**src/rtl/mmio_uart_tx_pkg.sv**
```systemverilog
// Shared constants for the memory-mapped UART transmitter: default addresses,
// status bit positions and serializer state encodings.
package mmio_uart_tx_pkg;

  localparam logic [7:0] TX_ADDR_DEF     = 8'hFF;
  localparam logic [7:0] STATUS_ADDR_DEF = 8'hFE;

  localparam int ST_EMPTY_BIT = 0;
  localparam int ST_FULL_BIT  = 1;
  localparam int ST_BUSY_BIT  = 2;
  localparam int ST_OVF_BIT   = 3;
  localparam int ST_COUNT_LSB = 4;

  // IDLE line high | START start bit | DATA 8 bits LSB first | STOP stop bit, may chain
  localparam logic [1:0] S_IDLE  = 2'd0;
  localparam logic [1:0] S_START = 2'd1;
  localparam logic [1:0] S_DATA  = 2'd2;
  localparam logic [1:0] S_STOP  = 2'd3;

  function automatic logic [3:0] sat_count4(input logic [31:0] c);
    return (c > 32'd15) ? 4'hF : c[3:0];
  endfunction

endpackage

```
**src/rtl/mmio_uart_tx_fifo.sv**
```systemverilog
// Synchronous FIFO with combinational read data at the head and an occupancy count.
module mmio_uart_tx_fifo #(
  parameter int WIDTH = 8,
  parameter int DEPTH = 8
) (
  input  logic                     clock,
  input  logic                     clear,
  input  logic                     push,
  input  logic                     pop,
  input  logic [WIDTH-1:0]         wdata,
  output logic [WIDTH-1:0]         rdata,
  output logic                     full,
  output logic                     empty,
  output logic [$clog2(DEPTH):0]   count
);

  localparam int AW = $clog2(DEPTH);

  logic [WIDTH-1:0] mem [DEPTH];
  logic [AW-1:0]    wr_ptr;
  logic [AW-1:0]    rd_ptr;

  assign rdata = mem[rd_ptr];
  assign full  = (count == (AW+1)'(DEPTH));
  assign empty = (count == '0);

  always_ff @(posedge clock) begin
    if (clear) begin
      wr_ptr <= '0;
      rd_ptr <= '0;
      count  <= '0;
    end else begin
      if (push) wr_ptr <= wr_ptr + AW'(1);
      if (pop)  rd_ptr <= rd_ptr + AW'(1);
      case ({push, pop})
        2'b10:   count <= count + (AW+1)'(1);
        2'b01:   count <= count - (AW+1)'(1);
        default: count <= count;
      endcase
    end
  end

  always_ff @(posedge clock) begin
    if (push) mem[wr_ptr] <= wdata;
  end

endmodule

```
**src/rtl/mmio_uart_tx.sv**
```systemverilog
// Console responder on the data-memory bus: stores queue bytes for an 8N1 serializer,
// loads of the status address return FIFO/serializer state one cycle later.
module mmio_uart_tx
  import mmio_uart_tx_pkg::*;
#(
  parameter int         CLKS_PER_BIT = 16,
  parameter int         FIFO_DEPTH   = 8,
  parameter logic [7:0] TX_ADDR      = TX_ADDR_DEF,
  parameter logic [7:0] STATUS_ADDR  = STATUS_ADDR_DEF
) (
  input  logic        clock,
  input  logic        clear,
  input  logic [7:0]  ADDR,
  input  logic [31:0] DIN,
  input  logic        wren,
  output logic [31:0] DOUT,
  output logic        hit,
  output logic        tx,
  output logic        busy
);

  localparam int BW = $clog2(CLKS_PER_BIT);
  localparam int CW = $clog2(FIFO_DEPTH) + 1;
  localparam logic [BW-1:0] BAUD_LAST = BW'(CLKS_PER_BIT - 1);

  logic [1:0]    state;
  logic [BW-1:0] baud;
  logic [2:0]    bit_idx;
  logic [7:0]    shift;
  logic          overflow;

  logic          push_req, stat_wr, push, pop, ovf_set, baud_end;
  logic [7:0]    fifo_rdata;
  logic          fifo_full, fifo_empty;
  logic [CW-1:0] fifo_count;
  logic [7:0]    status;
  logic          unused_din;

  assign unused_din = ^DIN[31:8];

  assign push_req = wren && (ADDR == TX_ADDR);
  assign stat_wr  = wren && (ADDR == STATUS_ADDR);
  assign baud_end = (baud == BAUD_LAST);
  // A pop frees a slot in the same edge, so a push into a full FIFO still lands.
  assign pop      = !fifo_empty && ((state == S_IDLE) || ((state == S_STOP) && baud_end));
  assign push     = push_req && (!fifo_full || pop);
  assign ovf_set  = push_req && !push;
  assign busy     = !fifo_empty || (state != S_IDLE);

  mmio_uart_tx_fifo #(.WIDTH(8), .DEPTH(FIFO_DEPTH)) u_fifo (
    .clock (clock),
    .clear (clear),
    .push  (push),
    .pop   (pop),
    .wdata (DIN[7:0]),
    .rdata (fifo_rdata),
    .full  (fifo_full),
    .empty (fifo_empty),
    .count (fifo_count)
  );

  always_comb begin
    status = '0;
    status[ST_EMPTY_BIT] = fifo_empty;
    status[ST_FULL_BIT]  = fifo_full;
    status[ST_BUSY_BIT]  = busy;
    status[ST_OVF_BIT]   = overflow;
    status[ST_COUNT_LSB +: 4] = sat_count4(32'(fifo_count));
  end

  always_ff @(posedge clock) begin
    if (clear) begin
      DOUT     <= '0;
      hit      <= 1'b0;
      overflow <= 1'b0;
    end else begin
      hit  <= (ADDR == TX_ADDR) || (ADDR == STATUS_ADDR);
      DOUT <= (ADDR == STATUS_ADDR) ? {24'b0, status} : '0;
      if (ovf_set)      overflow <= 1'b1;
      else if (stat_wr) overflow <= 1'b0;
    end
  end

  // tx follows the state present before the edge, giving one cycle from pop to start bit.
  always_ff @(posedge clock) begin
    if (clear) begin
      state   <= S_IDLE;
      baud    <= '0;
      bit_idx <= '0;
      shift   <= '0;
      tx      <= 1'b1;
    end else begin
      tx   <= (state == S_START) ? 1'b0 : (state == S_DATA) ? shift[0] : 1'b1;
      baud <= ((state == S_IDLE) || baud_end) ? '0 : baud + BW'(1);
      case (state)
        S_IDLE: begin
          if (pop) begin
            shift <= fifo_rdata;
            state <= S_START;
          end
        end
        S_START: begin
          if (baud_end) begin
            bit_idx <= '0;
            state   <= S_DATA;
          end
        end
        S_DATA: begin
          if (baud_end) begin
            shift   <= shift >> 1;
            bit_idx <= bit_idx + 3'd1;
            if (bit_idx == 3'd7) state <= S_STOP;
          end
        end
        S_STOP: begin
          if (baud_end) begin
            if (pop) begin
              shift <= fifo_rdata;
              state <= S_START;
            end else begin
              state <= S_IDLE;
            end
          end
        end
        default: state <= S_IDLE;
      endcase
    end
  end

endmodule

```
**config.mk**
```make
export PLATFORM = sky130hd
export DESIGN_NAME = mmio_uart_tx
export DESIGN_NICKNAME = d
export VERILOG_FILES = /design/src/rtl/mmio_uart_tx_pkg.sv /design/src/rtl/mmio_uart_tx_fifo.sv /design/src/rtl/mmio_uart_tx.sv
export SDC_FILE = /design/constraint.sdc
export NUM_CORES = 1
export LEC_CHECK = 0
export CORE_ASPECT_RATIO = 2
export CORE_MARGIN = 5
export CORE_UTILIZATION = 28
export CTS_BUF_LIST = sky130_fd_sc_hd__clkbuf_16
export CTS_CLUSTER_SIZE = 16
export DETAILED_ROUTE_END_ITERATION = 10
export PLACE_DENSITY = 0.5
export SKIP_LAST_GASP = 1
export SYNTH_ARGS = -nofsm -noshare
export SYNTH_HDL_FRONTEND = slang
export SYNTH_SLANG_ARGS = --single-unit
export TNS_END_PERCENT = 10
```
**constraint.sdc**
```tcl
create_clock -name clock -period 3.5 [get_ports clock]
set_input_delay 0.525 -clock clock [delete_from_list [all_inputs] [get_ports clock]]
set_output_delay 0.525 -clock clock [all_outputs]
set_load 0.03 [all_outputs]
```
---- Yosys cells after proc, flatten, opt, wreduce, memory -nomap -nowiden ----
Memories as Yosys holds them, arrays and structs flattened. A register that Yosys moved wholly into a read port is not among the register bits.
Index checks and enable logic that the tools add are counted.
W data, S select, Z words.
storage, ports and cells
  bits in registers ....................... 62
  RAM bits ................................ 64
  input port bits ......................... 43
  logic and storage cells ................. 84
  memories kept ........................... 1
memories
  memory      depth  width  read ports  clocked after Yosys merged registers in  write ports  line                     text
  u_fifo.mem  8      8      1           1                                        1            mmio_uart_tx_fifo.sv:19  logic [WIDTH-1:0] mem [DEPTH];
operators by class
  add/subtract/negate cells ............... 6
  eq/ne operators ......................... 15
  mux-type cells .......................... 23
  bitwise gates (word level) .............. 1
  reductions and logical operators ........ 26
operators with widths
  kind                   number
  $mux W8                3
  $pmux W8 S3            1
  $eq A8 B8 Y1 const B   2
  $mux W3                4
  $mux W2                5
  $add A3 B1 Y3 const B  3
  $add A4 B1 Y4 const B  2
  $eq A4 B4 Y1 const B   2
  $ne A2 B2 Y1 const B   4
  $pmux W2 S4            1
  $pmux W4 S2            1
  $reduce_bool A2 Y1     4
  $mux W1                7
  $eq A2 B2 Y1 const B   3
  $logic_and A1 B1 Y1    6
  $pmux W3 S2            1
  $reduce_and A3 Y1      2
  $logic_or A1 B1 Y1     5
  $reduce_and A5 Y1      1
  $eq A2 B1 Y1 const B   2
  $logic_not A4 Y1       1
  $reduce_or A2 Y1       2
  $sub A4 B1 Y4 const B  1
  $eq A3 B3 Y1 const B   1
  other kinds (5)        7

---- Longest topological paths before layout ----
  word-level depth ........................ 9
  mapped depth ............................ 12
  depth with buffers taken out ............ 12

---- Hierarchy ----
A second synthesis with hierarchy kept.
second synthesis, totals
  cells, all modules ...................... 330
  area total of the unflattened synthesis .. 4626.9 sq um
by module, submodules not included
  module             times used  cells each  area each (sq um)  sequential area each (sq um)
  mmio_uart_tx_fifo  1           165         3103.0             2182.1
  mmio_uart_tx       1           165         1524.0             560.5

---- Worst setup path before layout ----
OpenSTA, ideal clock, no wires.
  path kind ............................... reg2reg
  start point ............................. reg state[0]
  end point ............................... reg u_fifo.count[3]
  library setup time ...................... 132 ps
  arrival ................................. 2606 ps
  path slack .............................. 761 ps
  cell stages (with the launch flop) ...... 13
  buffers on the path ..................... 0
  clock period less this slack ............ 2739 ps
  cell sequence ........................... dfxtp_1 > inv_1 > ha_1 > a41oi_1 > nor2_1 > nand2_1 > inv_1 > ha_1 > a21o_1 > a21oi_1 > nor3_1 > a311oi_1 > a21oi_1
between the ends
  longest elaborated chain between the ends .. 8
  elaborated cells between the ends (all ways) .. 11
ends and longest elaborated chain
  element                                                   line                     text
  start, declared                                           mmio_uart_tx.sv:26       logic [1:0] state;
  start signal, assigned                                    mmio_uart_tx.sv:87       state <= S_IDLE;
  start signal, assigned                                    mmio_uart_tx.sv:99       state <= S_START;
  start signal, assigned                                    mmio_uart_tx.sv:105      state <= S_DATA;
  $eq A2 B2 Y1                                              mmio_uart_tx.sv:45       assign pop = !fifo_empty && ((state == S_IDLE) || ((state == S_STOP) && baud_end));
  $logic_and A1 B1 Y1                                       mmio_uart_tx.sv:45
  $logic_or A1 B1 Y1 (*)                                    mmio_uart_tx.sv:45
  $logic_and A1 B1 Y1 (*)                                   mmio_uart_tx.sv:45
  $logic_or A1 B1 Y1                                        mmio_uart_tx.sv:46       assign push = push_req && (!fifo_full || pop);
  $logic_and A1 B1 Y1                                       mmio_uart_tx.sv:46
  $eq A2 B1 Y1 / $eq A2 B2 Y1 (equally long branches)       mmio_uart_tx_fifo.sv:35  case ({push, pop})
  $pmux W4 S2 / $reduce_bool A2 Y1 (equally long branches)  n/a
  end signal, assigned                                      mmio_uart_tx_fifo.sv:36  2'b10: count <= count + (AW+1)'(1);
  end signal, assigned                                      mmio_uart_tx_fifo.sv:37  2'b01: count <= count - (AW+1)'(1);
  end signal, assigned                                      mmio_uart_tx_fifo.sv:38  default: count <= count;
  end, declared                                             mmio_uart_tx_fifo.sv:14  output logic [$clog2(DEPTH):0] count
Mark *: on every way between the ends. The rest lies on a longest branch, timed or not.
A chain may end at the register's enable or synchronous reset.

---- Worst setup path after layout ----
  start point ............................. reg state[0]
  end point ............................... reg u_fifo.count[2]
The elaborated chain is that of the path after synthesis.

==> run metrics <==
status complete, no violations; gr ovfl total 0; DR DRC count 0; clock slew at reported path FFs 70 ps; Yosys warning count 0; total power roughly 3.3 mW; Max Clk Rate around 0.35 GHz; depth of the CTS H-tree 3; clk_lat worst skew 350 ps; DR vias 2783; Synth Area per Inst 13.1 um2; top cells by area, synth edfxtp_1 (41%), dfxtp_1 (18%), mux4_2 (6.7%), buf_4 (4.2%), ha_1 (3.5%); CTS Buf Count 9; total track usage 0.0990; crit share post-route 0.825; Primary FF master, synth edfxtp_1; final worst path period need 2890 ps; vias in the first global route 2781; commonest non-fill, non-tap cell in the layout edfxtp_1; Die X 101 um; IO Pins 78; site row count between 60 and 70; CTS tree done; Via density 4.59; leading area contributor after synthesis edfxtp_1; PwrDens roughly 610 mW/mm2; Worst Tran Pin Value 652 ps; Resized Gates After CTS 0; Slew Viols, Final 0; CTS root buf clkbuf_16; Initial Utilization 0.282; gpl congestion around 0.75; Synth-to-Final Area Change 16.3%; Register Area 0.00274 mm2; drt pass-1 iters 4; Fin Setup TNS 0 ps; share of the synthesized area in the top cell type 0.411; number of diodes 0; crit end category flip-flop; Peak VDD IR 0.000283 V; endpoints failing setup 0; Die ar. between 0.015 and 0.02 mm2; commonest non-fill, non-tap cells in the layout edfxtp_1 (64), dfxtp_1 (41), nor2_1 (29), clkdlybuf4s50_1 (29), conb_1 (24); Max-Cap Viols 0; wire length per cell 15.2 um; share of cells above drive strength 1 0.148; worst min path class reg -> reg; number of flops mapped to enable cells by yosys 64; Initial DRC Count roughly 150; mapped cell area 0.00468 mm2; Final Hold Viols 0; Worst slew margin 0.562; Total Wirelength 9.20 mm; hold buffer count at cts 0; antenna violations before repair 0; register area share after synthesis 0.586; Detail Route Antenna Nets 0; # Post-CTS Setup Buffers 0; kind of critical path reg -> reg; Post-synth ARST share 0; CP required 3790 ps; die height 193 um; first-pass GRT wire length 15.0 mm; startpoint types flip-flop; FF+latch count, synth approximately 110; Critical Path Fanout Max 6; Setup Skew 8.25 ps; crit path DAT 3180 ps; RSZ-0062 raised after global routing no; fill cell count 1666; CTS Buffer Depth 2; library cells used by synthesis between 50 and 60; # port buffers 29; nets@finish 451; Gate Count Post-Synth 356; HPWL Detailed 6.23 mm; P_leak 1.88 nW; largest net degree at the start of global routing 27; area of the multi-input gates 0.00168 mm2; CTS Sinks approximately 110; Core ar. roughly 0.017 mm2
[worst paths after layout]
path | start | end | slack (ps) | cells after the start
worst max register to register | state[0]$_SDFFE_PP0P_ | u_fifo.count[2]$_SDFFE_PP0P_ | 610 | 11
worst max-delay path | state[0]$_SDFFE_PP0P_ | u_fifo.count[2]$_SDFFE_PP0P_ | 610 | 11
worst min-delay path | baud[0]$_SDFF_PP0_ | baud[0]$_SDFF_PP0_ | 460 | 1
worst min register to register | baud[0]$_SDFF_PP0_ | baud[0]$_SDFF_PP0_ | 460 | 1
[layer usage]
metal,routed length (um),vias to the layer above,GRT usage
li1,-,1369,-
met1,4240,1367,0.134
met2,4510,37,0.158
met3,322,10,0.0195
met4,130,0,0.0323
met5,0,-,0
[power by group]
group	leakage [nW]	switching (mW)	internal [mW]
Sequential	0.908	0.0771	1.37
Combinational	0.826	0.474	0.383
Clock	0.145	0.489	0.509
Total	1.88	1.04	2.27
[cell type report]
type / instances / area share
repair buffers: 44 / 0.0740
flip-flops and latches: 105 / 0.504
well taps: 207 / 0.0476
multi-input cells: 218 / 0.308
clock inverters: 7 / 0.0138
clock buffers: 9 / 0.0414
inverters: 16 / 0.0110
[critical path, cell delays in order, from the launching register on]
cell     delay [ps]
dfxtp_1         350
inv_1           160
ha_1            300
a41oi_1          90
nor2_1          390
nand2_1         200
fa_1            440
xor2_1          160
nor2_1          210
nand2_1          80
nor4b_1         300
a221o_1         150
[state kept, by name, indices dropped and copies added (netlist names), 2 cells and up, named ones only]
name,flops
u_fifo.wr_ptr,3
state,2
bit_idx,3
u_fifo.mem,64
u_fifo.rd_ptr,3
u_fifo.count,4
shift,8
baud,4
DOUT,8
[kinds of logic (layout without fill, tap and decap cells)]
logic type | after synthesis | count (layout) | synth area share
flip-flops | 105 | 105 | 0.586
XOR/XNOR | 6 | 6 | 0.0112
AO/OA/AOI/OAI | 56 | 56 | 0.0917
buffers and inverters | 56 | 76 | 0.0741
other | 1 | 24 | 0.000801
AND/OR/NAND/NOR | 98 | 98 | 0.110
multiplexers | 20 | 20 | 0.0872
adder cells (fa/ha/maj) | 14 | 14 | 0.0390
[synth_stat cells (7+ instances only)]
library cell   n
a31o_2         7
clkbuf_1       8
nand3_1        9
mux4_2        14
a211oi_1       8
inv_1         15
ha_1          13
a2111oi_0      7
o21ai_0        9
nand2_1       13
edfxtp_1      64
nor3_1         8
nor2b_1        8
nor2_1        29
buf_4         26
dfxtp_1       41
[through the flow]
step / utilization / instance area [um2] / hold WS (ps) / cells / setup WS [ps]
2_1_floorplan: - / 4770 / 418 / 379 / 761
3_5_place_dp: 0.310 / 5140 / 450 / 590 / 548
4_1_cts: 0.328 / 5440 / 464 / 606 / 599
6_report: 0.328 / 5440 / 456 / 606 / 613
5_1_grt: 0.328 / 5440 / 483 / 606 / 296
3_3_place_gp: 0.310 / 5140 / 434 / 590 / 573
Note: power is estimated with default switching activity, not from simulation.
==> RTL edit: new RTL, same settings <==
Put one more register stage on the output `DOUT`, without a reset. The value now appears one clock later. The other outputs are not delayed to match.
--- a/src/rtl/mmio_uart_tx.sv
+++ b/src/rtl/mmio_uart_tx.sv
@@ -23,4 +23,6 @@
   localparam int CW = $clog2(FIFO_DEPTH) + 1;
   localparam logic [BW-1:0] BAUD_LAST = BW'(CLKS_PER_BIT - 1);
+
+  logic [31:0] DOUT_s0;
 
   logic [1:0]    state;
@@ -71,10 +73,10 @@
   always_ff @(posedge clock) begin
     if (clear) begin
-      DOUT     <= '0;
+      DOUT_s0  <= '0;
       hit      <= 1'b0;
       overflow <= 1'b0;
     end else begin
       hit  <= (ADDR == TX_ADDR) || (ADDR == STATUS_ADDR);
-      DOUT <= (ADDR == STATUS_ADDR) ? {24'b0, status} : '0;
+      DOUT_s0 <= (ADDR == STATUS_ADDR) ? {24'b0, status} : '0;
       if (ovf_set)      overflow <= 1'b1;
       else if (stat_wr) overflow <= 1'b0;
@@ -128,4 +130,8 @@
   end
 
+  always_ff @(posedge clock) begin
+    DOUT <= DOUT_s0;
+  end
+
 endmodule
 
Function: changed (Yosys sat finds a counterexample within 4 cycles, from zero or initial values).
==> RTL edit against the original RTL <==
  * Design area is 8.5% higher
  * Power increased by 24%
  * Sequential share of layout area shrank 1.2 points
  * Non-clock buffer count increased by 1
  * Routed wire length up 2.5%
  * Sequential cell count rose by 8
  * Synthesized area grew 3.4%
  * Setup slack about the same
  * Critical endpoint unchanged
  * Largest power group is now the clock network
==> RTL edit: results (changes against the original RTL) <==
Yosys Warn Count 0 (unchanged); VDD IR max 0.348 mV (+23%); synth top area cells edfxtp_1 (40%), dfxtp_1 (20%), mux4_2 (6.5%), buf_4 (4.0%), ha_1 (3.4%); # port buffers 29 (unchanged); Net Sw Frac 0.277 (-0.0378); Clk Latency, worst-skew pair 390 ps (+40 ps); DR iter-0 viols 190 (+25%); worst endpoint data arrival time 3220 ps (+40 ps); GPL Wtd Cong 0.749 (-0.44%); Worst-path clk slew 50 ps (-20 ps); Reg2Reg Depth 10 (-1); worst hold path class reg2reg; Post-synth EDFFs 64 (unchanged); crit-path max cell delay 420 ps (-20 ps); post-synth cell types 56 (+1.8%); Layout Skew 8.99 ps (+0.737 ps); Hold Path Origin DOUT_s0[6]; Hold Path Stages 0 (-1); initial core utilization 0.283 (+0.00107); post-detail-place hpwl 6380 µm (+2.4%); post-synthesis sequential area ratio 0.600 (+0.0137); share of layout cells above drive strength 1 0.170 (+0.0223); Routed WL per cell 14.9 µm (-1.8%); most frequent cells after synthesis edfxtp_1 (64), dfxtp_1 (49), nor2_1 (29); number of setup buffers added after CTS 0 (unchanged); vias post-DR 2898 (+4.1%); CTS Buf Count 17 (+8); post-synthesis cell count 364 (+2.2%); CTS-repair resized insts 0 (unchanged); FF-to-FF End u_fifo.count[2]; diodes inserted 0 (unchanged); gr usage total 0.0978 (-0.00115); via/cell ratio 4.58 (-0.31%); CTS max path bufs 2 (unchanged); placed cells 602 (+2.0%); Post-synth top flop edfxtp_1; r2r setup slk 610 ps (about the same); H-tree depth 4 (+1); hold endpoint DOUT[6]; LEAKAGE 2.10 nW (+12%); max_slew headroom 0.431 (-0.130); first-pass GRT wire length 15100 µm (+0.37%); largest net degree at the start of global routing 22 (-19%); r2r startpoint state[1]; status finished clean; Layout Nets 468 (+3.8%); Fill cells 1656 (-0.60%); Setup Slack @ Placement 591 ps (+43.3 ps)
RTL edit: cell count changes after synthesis, sizes merged:
cell / change
clkbuf: -2
buf: +2
dfxtp: +8
RTL edit: final cells by class:
cell class	count	area, µm²	share of cell area
clock buffers	17	425	0.0720
clock inverters	14	166	0.0282
inverters	16	60.1	0.0102
multi-input cells	218	1680	0.284
flip-flops and latches	113	2900	0.492
well taps	210	263	0.0445
repair buffers	45	410	0.0695
RTL edit: cell families (layout without fill, tap and decap cells):
family | after synthesis | in the layout | share of synthesized area
AOI/OAI and AO/OA | 56 | 56 | 0.0887
xor gates and xnor gates | 6 | 6 | 0.0109
adders and majority gates | 14 | 14 | 0.0377
buffers and inverters | 56 | 92 | 0.0716
DFF | 113 | 113 | 0.600
muxes | 20 | 20 | 0.0843
other | 1 | 24 | 0.000775
and+or+nand+nor | 98 | 98 | 0.106
RTL edit: worst max path at each step:
stage	cells past startpoint	start	slack [ps]	endpoint
2_1_floorplan	12	state[0]	760	u_fifo.count[3]
3_3_place_gp	11	ADDR[3]	610	u_fifo.count[3]
3_5_place_dp	11	ADDR[6]	590	u_fifo.count[3]
4_1_cts	10	state[1]	620	u_fifo.count[2]
5_1_grt	10	u_fifo.count[1]	260	u_fifo.count[2]
6_report	10	state[1]	610	u_fifo.count[2]
RTL edit: routing by layer:
metal | up-vias | global-route usage | part of all wire
li1 | 1423 | - | -
met2 | 48 | 0.156 | 0.51
met1 | 1420 | 0.124 | 0.45
met5 | - | 0 | 0
met4 | 0 | 0.0379 | 0.012
met3 | 7 | 0.0278 | 0.026
RTL edit: through the flow:
stage,power (W),util,hold slack (ps),cell area [µm²]
floorplan,0.00225,-,310,4930
global placement,0.00244,0.311,313,5310
detailed placement,0.00244,0.311,312,5310
CTS,0.00416,0.345,321,5900
global route,0.00432,0.345,319,5900
finish,0.00410,0.345,323,5900
RTL edit: power groups by stage:
| stage | combinational (W) | sequential [W] | clock, W |
|---|---|---|---|
| 2_1_floorplan | 0.000708 | 0.00154 | 0 |
| 4_1_cts | 0.000836 | 0.00158 | 0.00174 |
| 3_5_place_dp | 0.000833 | 0.00161 | 0 |
| 5_1_grt | 0.000925 | 0.00159 | 0.00180 |
| 6_report | 0.000827 | 0.00158 | 0.00170 |
| 3_3_place_gp | 0.000830 | 0.00161 | 0 |
